File: config.mk
export PLATFORM = sky130hd
export DESIGN_NAME = boot_loader
export DESIGN_NICKNAME = d
export VERILOG_FILES = /design/src/rtl/boot_loader_pkg.sv /design/src/rtl/boot_loader_word_assembler.sv /design/src/rtl/boot_loader.sv
export SDC_FILE = /design/constraint.sdc
export NUM_CORES = 1
export LEC_CHECK = 0
export ABC_AREA = 1
export BUFFER_PORTS_ARGS = -buffer_cell sky130_fd_sc_hd__buf_2
export CAP_MARGIN = 20
export CORE_AREA = 2 2 111 113
export DETAILED_ROUTE_END_ITERATION = 6
export DIE_AREA = 0 0 113 115
export PLACE_DENSITY_LB_ADDON = 0.1
export SYNTH_ARGS = -nofsm -noshare
export SYNTH_HDL_FRONTEND = slang
export SYNTH_SLANG_ARGS = --single-unit
File: constraint.sdc
create_clock -name clk -period 2.7 [get_ports clk]
set_input_delay 0.135 -clock clk [delete_from_list [all_inputs] [get_ports clk]]
set_output_delay 0.135 -clock clk [all_outputs]
set_load 0.01 [all_outputs]
File: src/rtl/boot_loader_pkg.sv
// boot_loader_pkg: shared types and constants for the serial-to-RAM loader.
//   state_e          - loader FSM state encoding
//   RAM_BASE_DEFAULT - lowest writable RAM address (ROM sits below it)
//   HDR_BYTES, WORD_BYTES, CSUM_BYTES - byte counts of the stream fields
//   HOLD_W           - width of the write-strobe hold counter (HOLD_CYCLES <= 15)
// Optional feature macro: BOOT_LOADER_CHECKSUM_EN adds the CSUM state.
package boot_loader_pkg;

  typedef enum logic [3:0] {
    S_IDLE,
    S_ADDR_HI,
    S_ADDR_LO,
    S_LEN_HI,
    S_LEN_LO,
    S_DATA_HI,
    S_DATA_LO,
    S_REQ,
    S_WRITE,
`ifdef BOOT_LOADER_CHECKSUM_EN
    S_CSUM,
`endif
    S_DONE,
    S_ERR
  } state_e;

  localparam logic [15:0] RAM_BASE_DEFAULT = 16'h0100;

  localparam int HDR_BYTES  = 4;
  localparam int WORD_BYTES = 2;
  localparam int CSUM_BYTES = 1;

  localparam int HOLD_W = 4;

  // Running mod-256 stream checksum.
  function automatic logic [7:0] csum_add(input logic [7:0] acc, input logic [7:0] b);
    return acc + b;
  endfunction

endpackage

File: src/rtl/boot_loader_word_assembler.sv
// word_assembler: pairs incoming bytes (high byte first) into 16-bit words.
// Ports:
//   clk, reset_bar   - clock, asynchronous active-low reset
//   clr              - restart pairing at a high byte (pulsed at load start)
//   accept           - the FSM wants a byte this cycle; becomes rx_ready
//   rx_data/rx_valid - byte stream in
//   rx_ready         - handshake back to the byte source
//   byte_fire        - a byte is transferred this cycle
//   word             - {latched high byte, current byte}; meaningful with word_valid
//   word_valid       - the low byte of a pair is transferred this cycle
module word_assembler
  import boot_loader_pkg::*;
(
  input  logic        clk,
  input  logic        reset_bar,
  input  logic        clr,
  input  logic        accept,
  input  logic [7:0]  rx_data,
  input  logic        rx_valid,
  output logic        rx_ready,
  output logic        byte_fire,
  output logic [15:0] word,
  output logic        word_valid
);

  logic       lo_q, lo_d;
  logic [7:0] hi_q, hi_d;

  always_comb begin
    rx_ready   = accept;
    byte_fire  = rx_valid & accept;
    word       = {hi_q, rx_data};
    word_valid = byte_fire & lo_q;
    lo_d       = lo_q;
    hi_d       = hi_q;
    if (clr) begin
      lo_d = 1'b0;
    end else if (byte_fire) begin
      lo_d = ~lo_q;
      if (!lo_q) hi_d = rx_data;
    end
  end

  always_ff @(posedge clk or negedge reset_bar) begin
    if (!reset_bar) begin
      lo_q <= 1'b0;
      hi_q <= 8'h00;
    end else begin
      lo_q <= lo_d;
      hi_q <= hi_d;
    end
  end

endmodule

File: src/rtl/boot_loader.sv
// boot_loader: consumes a header+payload byte stream and writes each 16-bit
// word into RAM over the shared bus after a request/grant handshake.
// Stream: addr_hi, addr_lo, len_hi, len_lo, len x (data_hi, data_lo)
//         [, checksum byte when BOOT_LOADER_CHECKSUM_EN is defined].
// Parameters: RAM_BASE (lowest writable address), HOLD_CYCLES (1..15 cycles
//             of load_bar low per write).
// Ports:
//   clk, reset_bar      - clock, asynchronous active-low reset
//   start               - begin a load when idle
//   rx_data/valid/ready - byte stream handshake
//   bus_req/bus_grant   - bus ownership handshake
//   address, bus_out    - write address and data
//   bus_oe, load_bar    - bus drive enable, active-low RAM write strobe
//   busy, done, err     - status; done/err are sticky until the next start
module boot_loader
  import boot_loader_pkg::*;
#(
  parameter logic [15:0] RAM_BASE    = RAM_BASE_DEFAULT,
  parameter int unsigned HOLD_CYCLES = 1
) (
  input  logic        clk,
  input  logic        reset_bar,
  input  logic        start,
  input  logic [7:0]  rx_data,
  input  logic        rx_valid,
  output logic        rx_ready,
  output logic        bus_req,
  input  logic        bus_grant,
  output logic [15:0] address,
  output logic [15:0] bus_out,
  output logic        bus_oe,
  output logic        load_bar,
  output logic        busy,
  output logic        done,
  output logic        err
);

  localparam logic [HOLD_W-1:0] HOLD_LIM = HOLD_W'(HOLD_CYCLES);

  // Where a load goes once all words are written.
`ifdef BOOT_LOADER_CHECKSUM_EN
  localparam state_e S_END = S_CSUM;
`else
  localparam state_e S_END = S_DONE;
`endif

  state_e            state_q, state_d;
  logic [15:0]       addr_q, addr_d;
  logic [15:0]       data_q, data_d;
  logic [15:0]       remain_q, remain_d;
  logic [HOLD_W-1:0] hold_q, hold_d;
  logic              busy_q, busy_d;
  logic              done_q, done_d;
  logic              err_q, err_d;
`ifdef BOOT_LOADER_CHECKSUM_EN
  logic [7:0]        csum_q, csum_d;
`endif

  logic        asm_clr;
  logic        asm_accept;
  logic        byte_fire;
  logic        word_valid;
  logic [15:0] word;
  logic [15:0] addr_inc;

  word_assembler u_word_assembler (
    .clk        (clk),
    .reset_bar  (reset_bar),
    .clr        (asm_clr),
    .accept     (asm_accept),
    .rx_data    (rx_data),
    .rx_valid   (rx_valid),
    .rx_ready   (rx_ready),
    .byte_fire  (byte_fire),
    .word       (word),
    .word_valid (word_valid)
  );

  assign addr_inc = addr_q + 16'd1;

  always_comb begin
    state_d    = state_q;
    addr_d     = addr_q;
    data_d     = data_q;
    remain_d   = remain_q;
    hold_d     = hold_q;
    busy_d     = busy_q;
    done_d     = done_q;
    err_d      = err_q;
`ifdef BOOT_LOADER_CHECKSUM_EN
    csum_d     = csum_q;
`endif
    asm_clr    = 1'b0;
    asm_accept = 1'b0;
    bus_req    = 1'b0;
    bus_oe     = 1'b0;
    load_bar   = 1'b1;

    case (state_q)
      S_IDLE: begin
        if (start) begin
          busy_d  = 1'b1;
          done_d  = 1'b0;
          err_d   = 1'b0;
          asm_clr = 1'b1;
`ifdef BOOT_LOADER_CHECKSUM_EN
          csum_d  = 8'h00;
`endif
          state_d = S_ADDR_HI;
        end
      end
      S_ADDR_HI: begin
        asm_accept = 1'b1;
        if (byte_fire) state_d = S_ADDR_LO;
      end
      S_ADDR_LO: begin
        asm_accept = 1'b1;
        if (word_valid) begin
          addr_d  = word;
          state_d = S_LEN_HI;
        end
      end
      S_LEN_HI: begin
        asm_accept = 1'b1;
        if (byte_fire) state_d = S_LEN_LO;
      end
      S_LEN_LO: begin
        asm_accept = 1'b1;
        if (word_valid) begin
          remain_d = word;
          if (addr_q < RAM_BASE)  state_d = S_ERR;
          else if (word == 16'd0) state_d = S_END;
          else                    state_d = S_DATA_HI;
        end
      end
      S_DATA_HI: begin
        asm_accept = 1'b1;
        if (byte_fire) state_d = S_DATA_LO;
      end
      S_DATA_LO: begin
        asm_accept = 1'b1;
        if (word_valid) begin
          data_d  = word;
          state_d = S_REQ;
        end
      end
      S_REQ: begin
        bus_req = 1'b1;
        if (bus_grant) begin
          hold_d  = '0;
          state_d = S_WRITE;
        end
      end
      S_WRITE: begin
        if (hold_q < HOLD_LIM) begin
          // Strobe phase: strobe and drive are gated by grant so that losing
          // the bus releases it within the same cycle.
          bus_req = 1'b1;
          if (bus_grant) begin
            bus_oe   = 1'b1;
            load_bar = 1'b0;
            hold_d   = hold_q + 1'b1;
          end else begin
            state_d = S_ERR;
          end
        end else begin
          // Release cycle: strobe is high but address/data are still held so
          // Memory sees hold time after load_bar rises.
          remain_d = remain_q - 16'd1;
          if (remain_q == 16'd1) begin
            addr_d  = addr_inc;
            state_d = S_END;
          end else if (addr_inc < RAM_BASE) begin
            state_d = S_ERR;
          end else begin
            addr_d  = addr_inc;
            state_d = S_DATA_HI;
          end
        end
      end
`ifdef BOOT_LOADER_CHECKSUM_EN
      S_CSUM: begin
        asm_accept = 1'b1;
        if (byte_fire) state_d = (rx_data == csum_q) ? S_DONE : S_ERR;
      end
`endif
      S_DONE: begin
        done_d  = 1'b1;
        busy_d  = 1'b0;
        state_d = S_IDLE;
      end
      S_ERR: begin
        err_d   = 1'b1;
        busy_d  = 1'b0;
        state_d = S_IDLE;
      end
      default: state_d = S_IDLE;
    endcase

`ifdef BOOT_LOADER_CHECKSUM_EN
    // Every header and payload byte feeds the checksum; the checksum byte
    // itself does not.
    if (byte_fire && state_q != S_CSUM) csum_d = csum_add(csum_q, rx_data);
`endif
  end

  always_ff @(posedge clk or negedge reset_bar) begin
    if (!reset_bar) begin
      state_q  <= S_IDLE;
      addr_q   <= 16'h0000;
      data_q   <= 16'h0000;
      remain_q <= 16'h0000;
      hold_q   <= '0;
      busy_q   <= 1'b0;
      done_q   <= 1'b0;
      err_q    <= 1'b0;
`ifdef BOOT_LOADER_CHECKSUM_EN
      csum_q   <= 8'h00;
`endif
    end else begin
      state_q  <= state_d;
      addr_q   <= addr_d;
      data_q   <= data_d;
      remain_q <= remain_d;
      hold_q   <= hold_d;
      busy_q   <= busy_d;
      done_q   <= done_d;
      err_q    <= err_d;
`ifdef BOOT_LOADER_CHECKSUM_EN
      csum_q   <= csum_d;
`endif
    end
  end

  assign address = addr_q;
  assign bus_out = data_q;
  assign busy    = busy_q;
  assign done    = done_q;
  assign err     = err_q;

endmodule

; ---- Word level (Yosys, flattened, before mapping)
; Index checks and enable logic that the tools add are counted.
; W data, S select, Z words.
[totals]
register_bits = 68
latchBits = 0
ram_bits = 0
mem_bits_ro = 0
output_inout_bits = 39
elab_cells = 108
memories = 0
[classes]
addsub = 3
multipliers = 0
div_mod_pow = 0
order_cmp = 3
eq_ne = 24
shifts = 0
n_mux = 44
bitwise = 4
reduce_logical = 20
[ops]
columns = operator, count
row1 = $mux W16, 5
row2 = $mux W4, 17
row3 = $pmux W16 S2, 2
row4 = $pmux W4 S9, 1
row5 = $lt A16 B9 Y1 const B, 2
row6 = $add A16 B1 Y16 const B, 1
row7 = $eq A16 B1 Y1 const B, 1
row8 = $eq A4 B3 Y1 const B, 4
row9 = $logic_not A16 Y1, 1
row10 = $ne A2 B2 Y1 const B, 8
row11 = $sub A16 B1 Y16 const B, 1
row12 = $mux W1, 14
row13 = $reduce_bool A2 Y1, 7
row14 = $eq A4 B4 Y1 const B, 3
row15 = $reduce_and A9 Y1, 1
row16 = $eq A4 B2 Y1 const B, 2
row17 = $pmux W1 S2, 4
row18 = $pmux W4 S2, 1
row19 = $reduce_and A2 Y1, 4
row20 = $reduce_and A4 Y1, 2
row21 = $ne A2 B1 Y1 const B, 3
row22 = $ne A3 B3 Y1 const B, 2
row23 = $reduce_and A3 Y1, 2
row24 = $reduce_or A6 Y1, 1
row25 = 7 further kinds, 9

; ---- Longest topological paths before layout
[depth]
depth_word = 7
mapped_depth = 16
ltp_nobuf = 15

; ---- By module
; A second synthesis with hierarchy kept.
[unflattened]
hier_cells = 540
area_unflattened_um2 = 4038.9
[by_module_without_submodules]
columns = module, n_inst, cells_each, area_per_inst_um2, seq_area_each_um2
row1 = boot_loader, 1, 490, 3597.2, 1476.4
row2 = word_assembler, 1, 50, 441.7, 225.2

; ---- Worst setup path before layout
; Ideal clock, no wire load.
[synth_timing]
path_kind = reg2reg
start = register addr_q[0], in the netlist address[0]
end = register addr_q[8], in the netlist address[8]
setup_ns = 0.117
arrival_ns = 1.787
required_time_ns = 2.583
slack_ns = 0.796
stages_incl_launch_ff = 16
synth_period_minus_slack_ns = 1.904
path_cell_list = dfrtp_1 ha_1 nand2_2 nor2_2 nand2_1 nand2_1 nand2_1 inv_2 nand2_1 nor2_2 nand4_2 nand2_2 nand2_4 buf_6 nand3_1 nand2_1
[synth_via]
elab_chain_len = 5
elab_cells_between_ends = 8
cone_classes = 1 x add/sub / 1 x order compare / 1 x eq/ne / 4 x mux / 1 x reduce/logical
[synth_lines]
columns = element, line_no
row1 = "start, declared", boot_loader.sv:48  ; logic [15:0] addr_q, addr_d;
row2 = "start signal, assigned", boot_loader.sv:222  ; addr_q <= addr_d;
row3 = $add A16 B1 Y16 *, boot_loader.sv:79  ; assign addr_inc = addr_q + 16'd1;
row4 = branches (longest 4 deep; another with $lt A16 B9 Y1), --
; Every way passes the cells marked *. The select of a mux whose other input is x is not followed.
; A chain may end at the register's enable or synchronous reset.

; ---- Final worst setup path
[layout_timing]
start = register state_q[3]
end = register remain_q[10]
[layout_via]
elab_chain_len = 7
elab_cells_between_ends = 16
cone_classes = 9 x eq/ne / 2 x mux / 2 x bitwise / 3 x reduce/logical
[layout_lines]
columns = element, line_no
row1 = "start, declared", boot_loader.sv:47  ; state_e state_q, state_d;
row2 = "start signal, assigned", boot_loader.sv:221  ; state_q <= state_d;
row3 = "$eq A4 B3 Y1, or another cell as far along", boot_loader.sv:99  ; case (state_q)
row4 = $reduce_or A6 Y1 (no line), --
row5 = $mux W1, boot_loader.sv:99
row6 = $and A1 B1 Y1, boot_loader_word_assembler.sv:31  ; byte_fire = rx_valid & accept;
row7 = $and A1 B1 Y1, boot_loader_word_assembler.sv:33  ; word_valid = byte_fire & lo_q;
row8 = $ne A2 B1 Y1 (no line), --
row9 = $reduce_and A3 Y1 (no line), --
row10 = "end signal, assigned", boot_loader.sv:224  ; remain_q <= remain_d;
row11 = "end, declared", boot_loader.sv:50  ; logic [15:0] remain_q, remain_d;
; Parallel ways exist; a longest one is shown, timed or not.

==> impl_metrics.tcl <==
set metrics [dict create \
    status "finished with violations" \
    violations "DRC" \
    antenna_found_initial 0 \
    criticalPathCategory "reg -> reg" \
    post_cts_buffers 0 \
    hold_path.class "in -> reg" \
    synthToLayoutAreaGrowth_pct 17.2 \
    dp_hpwl_um 8340 \
    cp_slowest_cell "dfrtp_1" \
    yosysSeqAreaShare_pct 42.3 \
    cp-start-kind "flip-flop" \
    dr_wl_met2_um 5160 \
    tritoncts "built" \
    cp_top_family "simple AND/OR/NAND/NOR gates" \
    final.setup_skew_ps 6.34 \
    finalWirelength_um 11400 \
    ys_top_cells_by_count "nand2_1, dfrtp_1, inv_1, nor2_1, o21ai_0" \
    finalSetupViolCount 0 \
    synth_edf_count 0 \
    drt.antenna.violating_nets 0 \
    syn_avg_cell_area_um2 7.44 \
    cts_resized 0 \
    rsz0062_at_grt "no" \
    insertion_delay_ps 340 \
    yosysWarnings 0 \
    period_share_pct 83.5 \
    async_flop_share_pct 100 \
    via_per_inst 5.14 \
    cp-end-kind "flip-flop" \
    period_needed_ps 2250 \
    ys_types 41 \
    powerDensity_nw_per_um2 1110 \
    synth_nets 559 \
    postCtsHoldBufs 1 \
    p_leak_nw 2.34 \
    required_ps 2920 \
    nNetsFinal 615 \
    wire_per_inst_um 15.2 \
    vias 3845 \
    die_y_um 115 \
    yosysMostFrequentCell "nand2_1" \
    clock_path_buffers 2 \
    core-area_um2 11800 \
    numCtsBuffers 9 \
    grt_max_degree 41 \
    irDropWorstVdd_mv 0.330 \
    drc_errors 1 \
    hold_slack_ps 64.5 \
    final_util_pct 39.9 \
    port_buffers 51 \
    crit_buf_inv 2 \
    diodes 0 \
    max_freq_ghz 0.444 \
    wl_met3_um 491 \
    synth_top_area_share_pct 42.3 \
    drv_slew 0 \
    clock_sinks 68 \
    ys_ff_latch 68 \
    maxCapViolations 0 \
    die_area_um2 13000 \
    drive_above_1_share_pct 17.3 \
    grt_pass1_wl_um 18700 \
    grt_overflow 0 \
    synthCells 541 \
    yosys_most_used_dff "dfrtp_1" \
    wl_met1_um 5590 \
    totalPowerFinal_w 0.00521 \
    path_cells "inv_2 > nand2_1 > nor2_1 > o21ai_0 > nor2_4 > inv_2 > o21ai_0 > nand2_1" \
    htreeDepth 3 \
    grt_pass1_vias 3569 \
    ioPinCount 52 \
    ctsRootBufferMaster "clkbuf_16" \
    dr.first_iter.drc_count 296 \
    routed.top_layer "met4" \
    stdcell_area_um2 4710 \
    track_usage_pct 18.6 \
    start_util_pct 34.1 \
    gp_congestion 0.941 \
    synthesis.area_um2 4020 \
    synth_area_leaders "dfrtp_1, nand2_1, inv_1" \
    max_stage_delay_ps 460 \
    hold_viol 0 \
    critPathArrivalTime_ps 2470 \
    clk_pin_slew_worst_paths_ps 60 \
    worstPathMaxFanout 20 \
    synth_top_area_cell "dfrtp_1" \
    place_area_um2 4440 \
    worst_pin_slew_ps 1010 \
    die_x_um 113 \
    tns_ps 0 \
    fp-row-count 40 \
    max-slew-margin-rel_pct 32.4 \
    firstDrtPassIters 7 \
]
metrics by stage:
stage	setup slack (ps)	cells
2_1_floorplan	796	541
3_3_place_gp	447	732
6_report	446	748
4_1_cts	439	748
3_5_place_dp	466	732
5_1_grt	125	748
worst register-to-register path, delay by kind of cell, from the launching register on:
family / cells / cell delay [ps]
AND/OR/NAND/NOR: 4 / 980
AO/OA/AOI/OAI: 2 / 400
flip-flops: 1 / 460
buffers and inverters: 2 / 300
layout make-up:
| class | count | area [µm²] |
|---|---|---|
| Clock buffer | 9 | 225 |
| Clock inverter | 6 | 41.3 |
| Fill cell | 1280 | 7100 |
| Inverter | 57 | 214 |
| Multi-Input combinational cell | 402 | 2020 |
| Sequential cell | 68 | 1700 |
| Tap cell | 147 | 184 |
| Timing Repair Buffer | 59 | 330 |
worst paths after layout:
kind | start | endpoint | slack (ps) | cells past startpoint
max in group asynchronous | reset_bar | hold_q[2]$_DFFE_PN0P_ | 1600 | 3
min in group asynchronous | reset_bar | address[15]$_DFFE_PN0P_ | 420 | 2
min reg2reg | err$_DFFE_PN0P_ | err$_DFFE_PN0P_ | 470 | 2
min | rx_data[2] | u_word_assembler.hi_q[2]$_DFFE_PN0P_ | 60 | 3
max reg2reg | state_q[3]$_DFFE_PN0P_ | remain_q[10]$_DFFE_PN0P_ | 450 | 8
max | state_q[3]$_DFFE_PN0P_ | remain_q[10]$_DFFE_PN0P_ | 450 | 8
layer usage:
metal	vias to the layer above	GRT usage [%]
met2	95	28.7
met5	-	0
met4	0	7.40
li1	1884	-
met3	9	2.90
met1	1857	26.2
where the power goes:
group	switching [W]	total, W	internal (W)
Combinational	0.00145	0.00225	0.000803
Clock	0.000462	0.00108	0.000615
Sequential	0.000426	0.00188	0.00146
cell usage in the layout (no fill, tap or decap), types with 2 or more instances in the layout:
| master | n |
|---|---|
| buf_4 | 6 |
| o31ai_1 | 2 |
| ha_1 | 5 |
| buf_2 | 51 |
| nor2_2 | 6 |
| nand3b_1 | 2 |
| a21oi_1 | 14 |
| nand2_1 | 162 |
| o21a_1 | 9 |
| nor2_1 | 52 |
| inv_2 | 3 |
| mux2_2 | 7 |
| nand4_1 | 12 |
| dfrtp_1 | 68 |
| xor2_1 | 3 |
| nor4_1 | 5 |
| nor3_1 | 5 |
| clkinv_2 | 2 |
| clkinvlp_4 | 3 |
| o21ai_1 | 11 |
| a31oi_1 | 6 |
| nand3_1 | 38 |
| xnor2_1 | 3 |
| inv_1 | 54 |
| o21ai_0 | 39 |
| nand2_2 | 6 |
| clkbuf_16 | 9 |
| nor2_4 | 3 |
logic make-up (layout without fill, tap and decap cells):
logic type / Yosys count / after routing / synth area share (%)
and+or+nand+nor: 297 / 297 / 32.9
DFF: 68 / 68 / 42.3
xor gates and xnor gates: 6 / 6 / 1.31
buffers and inverters: 71 / 131 / 7.53
AOI/OAI and AO/OA: 87 / 87 / 12.4
muxes: 7 / 7 / 1.96
adders and majority gates: 5 / 5 / 1.56
sequential cells by signal (all words and copies together), names as in the netlist:
signal,cells
done,1
u_word_assembler.lo_q,1
busy,1
err,1
address,16
remain_q,16
state_q,4
u_word_assembler.hi_q,8
hold_q,4
bus_out,16
No activity file was read; power rests on OpenSTA's default activity.
